[config.mk]
export PLATFORM = sky130hd
export DESIGN_NAME = tsense_seq_flat
export DESIGN_NICKNAME = d
export VERILOG_FILES = /design/src/rtl/tsense_pkg.sv /design/src/rtl/tsense_seq_if.sv /design/src/rtl/tsense_phase_timer.sv /design/src/rtl/tsense_seq.sv /design/src/flat_wrapper.sv
export SDC_FILE = /design/constraint.sdc
export NUM_CORES = 1
export LEC_CHECK = 0
export CAP_MARGIN = 0
export CORE_MARGIN = 8
export CORE_UTILIZATION = 35
export CTS_BUF_LIST = sky130_fd_sc_hd__clkbuf_2 sky130_fd_sc_hd__clkbuf_4 sky130_fd_sc_hd__clkbuf_8
export DETAILED_ROUTE_END_ITERATION = 7
export DONT_BUFFER_PORTS = 1
export MAX_ROUTING_LAYER = met4
export SYNTH_ARGS = -nofsm -noshare
export SYNTH_HDL_FRONTEND = slang
export SYNTH_SLANG_ARGS = --single-unit
[constraint.sdc]
create_clock -name clk -period 2.38 [get_ports clk]
set_clock_uncertainty 0.15 [all_clocks]
set_input_delay 0.357 -clock clk [delete_from_list [all_inputs] [get_ports clk]]
set_output_delay 0.357 -clock clk [all_outputs]
set_load 0.01 [all_outputs]
[src/rtl/tsense_pkg.sv]
// Shared types and switch patterns for the temperature sensor phase sequencer.
package tsense_pkg;

  typedef enum logic [2:0] {
    S_IDLE,
    S_PRECHARGE,
    S_BLANK_D,
    S_DIODE,
    S_BLANK_B,
    S_BIGDIODE,
    S_CHARGE,
    S_DONE
  } state_t;

  // Bit positions of the charge-transfer switches inside p_chg.
  localparam int PA = 0;
  localparam int PB = 1;
  localparam int PC = 2;
  localparam int PD = 3;

  localparam logic [3:0] PRE_PAT = 4'((1 << PB) | (1 << PC) | (1 << PD));
  localparam logic [3:0] H_PAT   = 4'((1 << PA) | (1 << PB));
  localparam logic [3:0] L_PAT   = 4'((1 << PA) | (1 << PC));

  // Charge-transfer pattern selected by the comparator decision.
  function automatic logic [3:0] chg_pat(input logic i_high);
    return i_high ? H_PAT : L_PAT;
  endfunction

endpackage

[src/rtl/tsense_seq_if.sv]
// Request / result handshake between the sequencer and its consumer.
interface tsense_seq_if #(
  parameter int CODE_W = 5
);
  logic              start;
  logic              busy;
  logic [CODE_W-1:0] code;
  logic              valid;
  logic              ready;

  // Consumer side: requests conversions and accepts codes.
  modport master (
    output start,
    output ready,
    input  busy,
    input  code,
    input  valid
  );

  // Sequencer side.
  modport slave (
    input  start,
    input  ready,
    output busy,
    output code,
    output valid
  );
endinterface

[src/rtl/tsense_phase_timer.sv]
// Down-counter shared by all timed phases. Load with (length - 1); o_last
// marks the final cycle of the phase, o_penult the cycle before it.
module tsense_phase_timer #(
  parameter int CNT_W = 6
) (
  input  logic             clk,
  input  logic             reset,
  input  logic             i_load,
  input  logic [CNT_W-1:0] i_load_val,
  output logic             o_last,
  output logic             o_penult
);

  logic [CNT_W-1:0] r_cnt;

  // Load on strobe, otherwise count down and hold at terminal count.
  always_ff @(posedge clk or posedge reset) begin
    if (reset) begin
      r_cnt <= '0;
    end else if (i_load) begin
      r_cnt <= i_load_val;
    end else if (r_cnt != '0) begin
      r_cnt <= r_cnt - 1'b1;
    end
  end

  assign o_last   = (r_cnt == '0);
  assign o_penult = (r_cnt == CNT_W'(1));

endmodule

[src/rtl/tsense_seq.sv]
// Phase sequencer and result accumulator for the switched-capacitor
// temperature sensor front end.
//
//   state       | meaning
//   ------------+-----------------------------------------------
//   IDLE        | waiting for start
//   PRECHARGE   | precharge caps, PRE_CYC cycles
//   BLANK_D     | one dead cycle before the diode phase
//   DIODE       | diode current phase, DIODE_CYC cycles
//   BLANK_B     | one dead cycle before the big-diode phase
//   BIGDIODE    | big-diode phase, comparator sampled in last cycle
//   CHARGE      | charge transfer (H or L pattern), CHG_CYC cycles
//   DONE        | result presented, waiting for ready
//
// Outputs are registered with the value they must carry in the state being
// entered, so every switch change lines up with the state change.
module tsense_seq
  import tsense_pkg::*;
#(
  parameter int PRE_CYC   = 15,
  parameter int DIODE_CYC = 8,
  parameter int CHG_CYC   = 6,
  parameter int NSAMP     = 16,
  parameter int CONT      = 0,
  parameter int CNT_W     = 6,
  parameter int CODE_W    = $clog2(NSAMP + 1)
) (
  input  logic       clk,
  input  logic       reset,
  input  logic       i_cmp,
  output logic       o_pre_chrg,
  output logic [1:0] o_p_diode,
  output logic [1:0] o_p_big,
  output logic [3:0] o_p_chg,
  output logic       o_s_bg2cmp,
  output logic       o_src_n,
  output logic       o_snk,
  output logic       o_cmp_p1,
  output logic       o_cmp_p2,
  tsense_seq_if.slave bus
);

  localparam logic [CNT_W-1:0] PRE_LD = CNT_W'(PRE_CYC - 1);
  localparam logic [CNT_W-1:0] DIO_LD = CNT_W'(DIODE_CYC - 1);
  localparam logic [CNT_W-1:0] CHG_LD = CNT_W'(CHG_CYC - 1);

  state_t            r_state;
  logic              r_pre_chrg;
  logic [1:0]        r_p_diode;
  logic [1:0]        r_p_big;
  logic [3:0]        r_p_chg;
  logic              r_s_bg2cmp;
  logic              r_src_n;
  logic              r_snk;
  logic              r_cmp_p1;
  logic              r_cmp_p2;
  logic              r_busy;
  logic              r_valid;
  logic [CODE_W-1:0] r_code;
  logic [CODE_W-1:0] r_ones;
  logic [CODE_W-1:0] r_iter;

  logic              w_last;
  logic              w_penult;
  logic              w_load;
  logic [CNT_W-1:0]  w_load_val;

  // Timer preload: untimed states keep the next phase length loaded so the
  // count is correct from the first cycle of the following timed phase.
  always_comb begin
    w_load     = 1'b0;
    w_load_val = '0;
    case (r_state)
      S_IDLE, S_DONE: begin
        w_load     = 1'b1;
        w_load_val = PRE_LD;
      end
      S_BLANK_D, S_BLANK_B: begin
        w_load     = 1'b1;
        w_load_val = DIO_LD;
      end
      S_BIGDIODE: begin
        w_load     = w_last;
        w_load_val = CHG_LD;
      end
      default: ;
    endcase
  end

  tsense_phase_timer #(
    .CNT_W (CNT_W)
  ) u_timer (
    .clk        (clk),
    .reset      (reset),
    .i_load     (w_load),
    .i_load_val (w_load_val),
    .o_last     (w_last),
    .o_penult   (w_penult)
  );

  // Sequencer state, counters and all registered switch / handshake outputs.
  always_ff @(posedge clk or posedge reset) begin
    if (reset) begin
      r_state    <= S_IDLE;
      r_pre_chrg <= 1'b0;
      r_p_diode  <= 2'b00;
      r_p_big    <= 2'b00;
      r_p_chg    <= 4'b0000;
      r_s_bg2cmp <= 1'b0;
      r_src_n    <= 1'b0;
      r_snk      <= 1'b0;
      r_cmp_p1   <= 1'b1;
      r_cmp_p2   <= 1'b0;
      r_busy     <= 1'b0;
      r_valid    <= 1'b0;
      r_code     <= '0;
      r_ones     <= '0;
      r_iter     <= '0;
    end else begin
      case (r_state)
        S_IDLE: begin
          if (bus.start) begin
            r_state    <= S_PRECHARGE;
            r_ones     <= '0;
            r_iter     <= '0;
            r_busy     <= 1'b1;
            r_pre_chrg <= 1'b1;
            r_p_chg    <= PRE_PAT;
            r_s_bg2cmp <= 1'b1;
          end
        end
        S_PRECHARGE: begin
          if (w_last) begin
            r_state    <= S_BLANK_D;
            r_pre_chrg <= 1'b0;
            r_p_chg    <= 4'b0000;
            r_s_bg2cmp <= 1'b0;
          end
        end
        S_BLANK_D: begin
          r_state   <= S_DIODE;
          r_p_diode <= 2'b01;
        end
        S_DIODE: begin
          if (w_last) begin
            r_state   <= S_BLANK_B;
            r_p_diode <= 2'b00;
          end else begin
            // Phase 2 overlaps phase 1 but is trimmed off the first and last cycle.
            r_p_diode[1] <= ~w_penult;
          end
        end
        S_BLANK_B: begin
          r_state <= S_BIGDIODE;
          r_p_big <= 2'b01;
          r_src_n <= i_cmp;
          r_snk   <= ~i_cmp;
        end
        S_BIGDIODE: begin
          if (w_last) begin
            r_state    <= S_CHARGE;
            r_p_big    <= 2'b00;
            r_src_n    <= 1'b0;
            r_snk      <= 1'b0;
            r_p_chg    <= chg_pat(i_cmp);
            r_s_bg2cmp <= 1'b1;
            if (i_cmp && (r_ones != CODE_W'(NSAMP))) begin
              r_ones <= r_ones + 1'b1;
            end
          end else begin
            r_p_big[1] <= ~w_penult;
            r_src_n    <= i_cmp;
            r_snk      <= ~i_cmp;
          end
        end
        S_CHARGE: begin
          if (w_last) begin
            r_p_chg    <= 4'b0000;
            r_s_bg2cmp <= 1'b0;
            r_cmp_p1   <= ~r_cmp_p1;
            r_cmp_p2   <= ~r_cmp_p2;
            r_iter     <= r_iter + 1'b1;
            if (r_iter == CODE_W'(NSAMP - 1)) begin
              r_state <= S_DONE;
            end else begin
              r_state <= S_BLANK_D;
            end
          end
        end
        S_DONE: begin
          if (!r_valid) begin
            r_valid <= 1'b1;
            r_code  <= r_ones;
          end else if (bus.ready) begin
            r_valid <= 1'b0;
            if (CONT != 0) begin
              r_state    <= S_PRECHARGE;
              r_ones     <= '0;
              r_iter     <= '0;
              r_pre_chrg <= 1'b1;
              r_p_chg    <= PRE_PAT;
              r_s_bg2cmp <= 1'b1;
            end else begin
              r_state <= S_IDLE;
              r_busy  <= 1'b0;
            end
          end
        end
        default: begin
          r_state <= S_IDLE;
          r_busy  <= 1'b0;
        end
      endcase
    end
  end

  assign o_pre_chrg = r_pre_chrg;
  assign o_p_diode  = r_p_diode;
  assign o_p_big    = r_p_big;
  assign o_p_chg    = r_p_chg;
  assign o_s_bg2cmp = r_s_bg2cmp;
  assign o_src_n    = r_src_n;
  assign o_snk      = r_snk;
  assign o_cmp_p1   = r_cmp_p1;
  assign o_cmp_p2   = r_cmp_p2;
  assign bus.busy   = r_busy;
  assign bus.valid  = r_valid;
  assign bus.code   = r_code;

endmodule
[src/flat_wrapper.sv]
// flat-port wrapper written by rule: the top's interface ports become plain ports
module tsense_seq_flat import tsense_pkg::*;
#(
  parameter int PRE_CYC   = 15,
  parameter int DIODE_CYC = 8,
  parameter int CHG_CYC   = 6,
  parameter int NSAMP     = 16,
  parameter int CONT      = 0,
  parameter int CNT_W     = 6,
  parameter int CODE_W    = $clog2(NSAMP + 1)
)
  (clk, reset, i_cmp, o_pre_chrg, o_p_diode, o_p_big, o_p_chg, o_s_bg2cmp, o_src_n, o_snk, o_cmp_p1, o_cmp_p2, bus_start, bus_ready, bus_busy, bus_code, bus_valid);
  tsense_seq_if #(.CODE_W(CODE_W)) bus_i ();
  input  logic clk;
  input  logic reset;
  input  logic i_cmp;
  output logic o_pre_chrg;
  output logic [1:0] o_p_diode;
  output logic [1:0] o_p_big;
  output logic [3:0] o_p_chg;
  output logic o_s_bg2cmp;
  output logic o_src_n;
  output logic o_snk;
  output logic o_cmp_p1;
  output logic o_cmp_p2;
  input wire logic [$bits(bus_i.start)-1:0] bus_start;
  input wire logic [$bits(bus_i.ready)-1:0] bus_ready;
  output wire logic [$bits(bus_i.busy)-1:0] bus_busy;
  output wire logic [$bits(bus_i.code)-1:0] bus_code;
  output wire logic [$bits(bus_i.valid)-1:0] bus_valid;
  assign bus_i.start = bus_start;
  assign bus_i.ready = bus_ready;
  assign bus_busy = bus_i.busy;
  assign bus_code = bus_i.code;
  assign bus_valid = bus_i.valid;
  tsense_seq #(.PRE_CYC(PRE_CYC), .DIODE_CYC(DIODE_CYC), .CHG_CYC(CHG_CYC), .NSAMP(NSAMP), .CONT(CONT), .CNT_W(CNT_W), .CODE_W(CODE_W)) u_core (.clk(clk), .reset(reset), .i_cmp(i_cmp), .o_pre_chrg(o_pre_chrg), .o_p_diode(o_p_diode), .o_p_big(o_p_big), .o_p_chg(o_p_chg), .o_s_bg2cmp(o_s_bg2cmp), .o_src_n(o_src_n), .o_snk(o_snk), .o_cmp_p1(o_cmp_p1), .o_cmp_p2(o_cmp_p2), .bus(bus_i));
endmodule
# After elaboration in Yosys (flattened, before gate mapping)
# Index checks and enable logic that the tools add are counted.
word_totals:
  reg_bits: 40
  word_cells: 112
op_classes:
  reduce_logical: 26
  n_addsub: 3
  mux: 41
  bitwise_logic: 5
  n_eq_ne: 19
ops:
  columns: ["cell", "n"]
  rows:
  - ["3-bit two-way mux", 9]
  - ["3-bit one-hot mux with 8 select lines", 1]
  - ["4-bit one-hot mux with 3 select lines", 2]
  - ["5-bit two-way mux", 4]
  - ["5-bit one-hot mux with 2 select lines", 2]
  - ["2-bit nonzero test", 7]
  - ["3-bit equality test, second input constant", 4]
  - ["4-bit two-way mux", 3]
  - ["6-bit two-way mux", 2]
  - ["2-bit != test, second input constant", 6]
  - ["4-bit AND reduction", 3]
  - ["5-bit by 1-bit adder with 5-bit output, second input constant", 2]
  - ["1-bit two-way mux", 10]
  - ["1-bit one-hot mux with 2 select lines", 5]
  - ["2-bit one-hot mux with 2 select lines", 2]
  - ["2-bit AND reduction", 4]
  - ["7-bit AND reduction", 1]
  - ["3-bit by 2-bit equality test with 1-bit output, second input constant", 2]
  - ["6-bit by 1-bit equality test with 1-bit output, second input constant", 1]
  - ["6-bit logical NOT", 1]
  - ["2-bit by 1-bit != test with 1-bit output, second input constant", 3]
  - ["3-bit AND reduction", 2]
  - ["6-bit nonzero test", 1]
  - ["2-bit OR reduction", 3]
  - ["10 further kinds", 14]

# Logic depth before layout (Yosys ltp)
depth:
  ltp_word: 5
  depth_mapped: 7

# Hierarchy
# From an unflattened synthesis, not the netlist that was laid out.
hier_totals:
  cells_unflattened: 229
  hier_area_um2: 2228.4
by_module_without_submodules:
  columns: ["mod", "n_inst", "seq_area_each_um2", "cells_per_inst", "area_per_inst_um2"]
  rows:
  - ["tsense_seq", 1, 852.1, 187, 1818.0]
  - ["tsense_phase_timer", 1, 150.1, 42, 410.4]

# Worst setup path before layout
# Ideal clock, no wire load.
synth_path:
  kind: "register -> register"
  startpoint: "reg u_core.u_timer.r_cnt[0]"
  endpoint: "reg u_core.r_ones[3]"
  setup_slack_ns: 0.562
  setup_time_ns: 0.134
  arrival_ns: 1.534
  synth_period_minus_slack_ns: 1.818
  path_stages_with_launch: 7
  path_cell_list: "dfrtp_1 > inv_1 > ha_1 > or2b_1 > nor4_4 > xnor2_1 > nor2_2"
synth_via:
  elab_chain_len: 3
synth_rtl:
  columns: ["item", "line", "text"]
  rows:
  - ["start, declared", "tsense_phase_timer.sv:14", "logic [CNT_W-1:0] r_cnt;"]
  - ["start signal, assigned", "tsense_phase_timer.sv:21", "r_cnt <= i_load_val;"]
  - ["start signal, assigned", "tsense_phase_timer.sv:23", "r_cnt <= r_cnt - 1'b1;"]
  - ["6-bit logical NOT", "tsense_phase_timer.sv:27", "assign o_last = (r_cnt == '0);"]
  - ["2-bit != test (no source line)", null, null]
  - ["4-bit AND reduction (no source line)", null, null]
  - ["end signal, assigned", "tsense_seq.sv:168", "r_ones <= r_ones + 1'b1;"]
  - ["end, declared", "tsense_seq.sv:60", "logic [CODE_W-1:0] r_ones;"]
# Every way passes these cells.
# A chain may end at the register's enable or synchronous reset.

# Final worst setup path
layout_path:
  startpoint: "reg u_core.u_timer.r_cnt[0]"
  endpoint: "reg u_core.r_ones[0]"
# Same word-level chain as after synthesis.

==> results.tsv <==
stage	metric	value	unit
timing	RSZ-0062 raised after global routing	false	
synth	yosys warns	0	
timing	final setup vio count	0	
finish	most common cell after layout, fill and taps aside	dfrtp_1	
timing	Max Fclk	0.466	GHz
global_routing	vias in the first global route	1536	
synth	ys async rst share	100	%
clock_tree	H-tree Lvls	2	
critical_path	R2R depth	6	
routing	DR pass1 iterations	4	
synth	Yosys reg bits	40	
placed_design	DP HPWL	3610	um
timing	WHS	0.0504	ns
finish	most frequent cells in the layout	dfrtp_1, nand2_1, o21ai_0	
floorplanning	# IOs	26	
critical_path	critical path's top delay family	simple AND/OR/NAND/NOR gates	
synth	Synth Net Count	229	
floorplanning	Starting Density	36.3	%
clock_tree	clock-pin slew on the worst setup and hold paths	0.08	ns
critical_path	crit path max fanout	14	
timing	period utilization	90.2	%
timing	Worst Max-Slew Pin Slew	1.15	ns
timing	Setup Total Neg Slack	0	ns
synth	post-synth design cell area	2160	um^2
global_routing	largest net degree at the start of global routing	32	
placed_design	# port buffers	0	
timing	Min Clock Period, post-route	2.15	ns
floorplanning	DIE AREA	8950	um^2
floorplanning	chip width	94.6	um
critical_path	crit path to	u_core.r_ones[0]$_DFFE_PP0P_	
critical_path	WP buf/inv	1	
finish	post-route cell area	2360	um^2
finish	layout cells sized above 1	13.1	%
synth	post-synth cell types	58	
critical_path	Critical Path AT	2.22	ns
routing	DR WL/cell	16.5	um
floorplanning	chip height	94.6	um
finish	Syn-to-layout area delta	9.02	%
outcome	outcome	finished, final reports clean	
job	max-cap violation count	0	
synth	cell count after synthesis	217	
finish	Core Util, Final	39.6	%
critical_path	Slowest-stage cell, CP	dfrtp_1	
clock_tree	clk buf depth	2	
routing	DRT iter0 DRCs	94	
finish	Layout Cells excl Fill	297	
clock_tree	Num Clock Sinks	40	
global_routing	gr usage total	11.8	%
floorplanning	Core ar.	5960	um^2
power	PwrDens	1160	nW/um^2
hold_path	Hold Crit Class	in -> reg	
global_routing	grt ovf	0	
critical_path	Crit. Startpoint	u_core.u_timer.r_cnt[0]$_DFFE_PP0P_	
critical_path	crit path capture type	flip-flop	
synth	Post-synth top flop	dfrtp_1	
routing	via count	1637	
routing	Via-to-Cell Ratio	5.51	
routing	final wirelength	4900	um
timing	Final Max Slew Viols	0	
critical_path	reg2reg setup slack	0.23	ns
global_routing	antenna violations before repair	0	
synth	synthesized area per cell	9.97	um^2
routing	remaining antenna violation count	0	
critical_path	Worst Path Required	2.46	ns
timing	final hold violations	0	
clock_tree	Num CTS Buffers	5	
critical_path	Cell Chain, Critical Path	inv_1 -> ha_1 -> nor2b_1 -> nand2_1 -> or3_1 -> o21ai_1	
placed_design	gpl congestion	0.807	
clock_tree	clock root buffer	clkbuf_8	
power	total power	2.74	mW
timing	Relative slew margins	22.9	%
synth	post-synthesis sequential area ratio	46.3	%
placed_design	Placed Instances	287	
timing	Setup WS post-layout	0.234	ns
placed_design	DP Worst Slack	0.245	ns
critical_path	Critical Path Stages	6	
critical_path	reg2reg end	u_core.r_ones[0]$_DFFE_PP0P_	
finish	Antenna Cells	0	
critical_path	Worst Setup Start Kind	flip-flop	
placed_design	Area after DPL	2240	um^2
floorplanning	row cnt	28	
critical_path	reg2reg start	u_core.u_timer.r_cnt[0]$_DFFE_PP0P_	
critical_path	CP Class	reg -> reg	
finish	final net count	233	
clock_tree	CTS tree	yes	
critical_path	max incr delay on CP	0.45	ns
power	peak supply drop	0.378	mV
power	leakage power	1.05	nW
routing	DRC	0	
global_routing	first-pass GRT wire length	7960	um
clock_tree	Worst-Skew Late Latency	0.30	ns
synth	number of synthesized flops with an enable pin	0	
==> worst reg2reg max path, delay by kind of cell (launching register included) <==
kind	cells	cell delay (ns)
adders and majority gates	1	0.18
and+or+nand+nor	3	1.12
buffers and inverters	1	0.11
AOI/OAI and AO/OA	1	0.07
DFF	1	0.45
==> cell families (layout without fill, tap and decap cells) <==
family	count (synthesis)	in the layout	synth area share, %
and+or+nand+nor	82	82	23.2
adders and majority gates	7	7	4.05
DFF	40	40	46.3
AOI/OAI and AO/OA	53	53	16.2
xor gates and xnor gates	7	7	2.83
buffers and inverters	23	28	4.92
muxes	5	5	2.49
==> flip-flops by register name, summed over array words and instances (netlist names), 2 cells and up <==
| name | count |
|---|---|
| u_core.bus.code | 5 |
| u_core.o_p_big | 2 |
| u_core.o_p_chg | 4 |
| u_core.o_p_diode | 2 |
| u_core.r_iter | 5 |
| u_core.r_ones | 5 |
| u_core.r_state | 3 |
| u_core.u_timer.r_cnt | 6 |
==> metal layers <==
metal  vias up  global-route usage, %  part of all wire [%]
met1       803                   15.6                    48
met3         7                   3.49                   7.0
met4         0                   4.81                   1.6
met2        43                   16.5                    44
met5         -                      -                     0
li1        784                      -                     -
==> worst min-delay path by stage <==
stage / from / to / depth (start not counted)
floorplan: u_core.r_iter[4]$_DFFE_PP0P_ / u_core.r_iter[4]$_DFFE_PP0P_ / 2
global placement: reset / u_core.r_iter[2]$_DFFE_PP0P_ / 1
detailed placement: reset / u_core.r_iter[2]$_DFFE_PP0P_ / 1
CTS: i_cmp / u_core.o_src_n$_DFFE_PP0P_ / 2
global route: i_cmp / u_core.o_src_n$_DFFE_PP0P_ / 2
finish: i_cmp / u_core.o_src_n$_DFFE_PP0P_ / 2
==> report_power, final <==
part / internal, mW / switching [mW]
combinational: 0.387 / 0.606
sequential: 0.922 / 0.337
clock: 0.247 / 0.244
==> repair_timing <==
action | in CTS | in global routing
hold buffers | 2 | 0
gates resized for setup | 0 | 0
endpoints found under the hold margin | 29 | 0
setup buffers | 0 | 0
==> cells in the mapped netlist, types with 2 or more instances <==
cell | number | area share [%]
nor2_1 | 11 | 1.9
o21ai_0 | 18 | 4.2
a21oi_1 | 9 | 2.1
nand4_1 | 2 | 0.58
buf_2 | 4 | 0.93
ha_1 | 7 | 4.0
inv_1 | 12 | 2.1
clkbuf_1 | 4 | 0.69
nor2b_1 | 3 | 0.87
nand3_1 | 14 | 3.2
xnor2_1 | 6 | 2.4
nand3b_1 | 2 | 0.69
or2_2 | 2 | 0.58
o31ai_1 | 3 | 1.0
mux2_2 | 3 | 1.6
mux2i_1 | 2 | 0.93
or3_1 | 3 | 0.87
o2111ai_1 | 2 | 0.81
and3b_1 | 2 | 0.81
dfrtp_1 | 39 | 45
nand2b_1 | 3 | 0.87
nand2_1 | 21 | 3.6
and3_1 | 2 | 0.58
nor4_4 | 2 | 2.0
nor3_1 | 4 | 0.93
o21ai_1 | 4 | 0.93
buf_4 | 2 | 0.69
==> final cells by class <==
class | count | area [um^2]
multi-input cells | 154 | 1050
repair buffers | 8 | 65.1
flip-flops and latches | 40 | 1000
well taps | 75 | 93.8
inverters | 12 | 45.0
fillers | 610 | 3600
clock buffers | 7 | 90.1
clock inverters | 1 | 7.51
Power figures use the tool's default switching activity.
==> RTL edit, RTL diff (same flow settings) <==
`CNT_W` is set to 6 in 3 places; all go to 7.
--- a/src/rtl/tsense_phase_timer.sv
+++ b/src/rtl/tsense_phase_timer.sv
@@ -2,5 +2,5 @@
 // marks the final cycle of the phase, o_penult the cycle before it.
 module tsense_phase_timer #(
-  parameter int CNT_W = 6
+  parameter int CNT_W = 7
 ) (
   input  logic             clk,
--- a/src/rtl/tsense_seq.sv
+++ b/src/rtl/tsense_seq.sv
@@ -23,5 +23,5 @@
   parameter int NSAMP     = 16,
   parameter int CONT      = 0,
-  parameter int CNT_W     = 6,
+  parameter int CNT_W     = 7,
   parameter int CODE_W    = $clog2(NSAMP + 1)
 ) (
--- a/src/flat_wrapper.sv
+++ b/src/flat_wrapper.sv
@@ -7,5 +7,5 @@
   parameter int NSAMP     = 16,
   parameter int CONT      = 0,
-  parameter int CNT_W     = 6,
+  parameter int CNT_W     = 7,
   parameter int CODE_W    = $clog2(NSAMP + 1)
 )
Function: no difference found for any inputs over 10 cycles, from zero or initial values and one cycle with reset high; that may be too few to reach the edited logic, so the function may still have changed.
==> RTL edit against the original RTL <==
Final area grew 2.9%. Die area shrank 1.7%. Wire length grew 1.5%. Synthesized area shrank 2.1%. Critical path type unchanged. Largest power group unchanged. Critical endpoint is now u_core.r_ones[3]. Highest routed layer unchanged. Total power shrank 3.6%. Sequential power shrank 7%. Via count grew 3.7%. Setup slack lost 0.18 ns. Sequential cell count grew 1. Global-route usage grew 0.40 points.
==> RTL edit: results (changes against the original RTL) <==
Power
  • Leak: 1.03 nW (-1.4%)

Critical path
  • Slowest-stage cell, CP: or4_4
  • Crit path max fanout: 8 (-6)
  • Max stage delay on crit path: 0.59 ns (+0.14 ns)
  • Crit Reg-Reg Startpoint: u_core.u_timer.r_cnt[1]
  • Reg2reg end: u_core.r_ones[3]

Synth
  • Synth cell types: 45 (-22%)
  • Post-synth top area share: 47.3% (+2.1 points)
  • Register area share after synthesis: 48.5% (+2.2 points)
  • Syn Nets: 234 (+2.2%)
  • Syn avg cell area: 9.50 µm² (-4.7%)

Status
  • Status: complete, no violations

Global route
  • Met2 capacity usage during global routing: 16.6% (+0.17 points)
  • First-pass GRT wire length: 8330 µm (+4.6%)
  • Largest net degree at the start of global routing: 26 (-19%)
  • Met1 Use GR: 15.9% (+0.28 points)
  • Tot GR Track Use: 12.2% (+0.40 points)

Route
  • Drt first pass iters: 5 (+1)
  • Met3 wire len: 401 µm (+17%)
  • Vias: 1697 (+3.7%)
  • DRT iter0 DRCs: 115 (+22%)
  • Via density: 5.46 (-1.0%)

Timing
  • Final hold slack: 0.0158 ns (-0.0347 ns)

Place
  • Dpl cell area: 2270 µm² (+1.5%)
  • Placer Congestion: 0.810 (+0.40%)
  • Hpwl dp: 3510 µm (-2.9%)
  • DP Worst Slack: 0.0540 ns (-0.191 ns)

Cells and area
  • Final #Nets: 246 (+5.6%)
  • Max FFs per register: 7 (+1)
  • # fillers: 567 (-7.0%)
RTL edit: cell count changes after synthesis, sizes merged, moves of 4 or more:
cell | unedited run | this run
clkbuf | 4 | 11
mux2 | 3 | 7
nand3 | 14 | 10
o211ai | 1 | 5
o31ai | 3 | 7
or3 | 3 | 7
RTL edit: cells by family (layout without fill, tap and decap cells):
group	after synthesis	in the layout	share of synthesized area (%)
buf+inv	25	38	4.61
flops	41	41	48.5
fa+ha+maj	6	6	3.54
xor+xnor	5	5	2.07
compound gates	65	65	19.7
simple gates	74	74	17.9
mux	7	7	3.72
RTL edit: area by class of cell:
type                            count  area [µm²]  share of cell area, %
Multi-Input combinational cell    157        1020                   41.9
Inverter                           10        37.5                   1.55
Timing Repair Buffer               20         155                   6.40
Tap cell                           75        93.8                   3.87
Sequential cell                    41        1030                   42.3
Clock inverter                      2        13.8                  0.567
Clock buffer                        6        82.6                   3.40
RTL edit: worst max-delay path by stage:
| stage | endpoint | slack, ns | cells past startpoint |
|---|---|---|---|
| final | u_core.r_ones[3] | 0.05 | 6 |
| after global routing | u_core.r_ones[3] | -0.01 | 6 |
| after CTS | u_core.r_iter[3] | 0.01 | 6 |
| after detailed placement | u_core.r_iter[3] | 0.05 | 6 |
| after global placement | u_core.r_ones[4] | 0.10 | 6 |
| after floorplan | u_core.r_iter[3] | -0.04 | 8 |
RTL edit: where the power goes:
part | total (mW) | leakage (nW) | switching [mW] | internal [mW]
logic | 0.979 | 0.477 | 0.555 | 0.424
registers | 1.17 | 0.506 | 0.259 | 0.913
clock network | 0.494 | 0.0512 | 0.258 | 0.236
total | 2.65 | 1.03 | 1.07 | 1.57
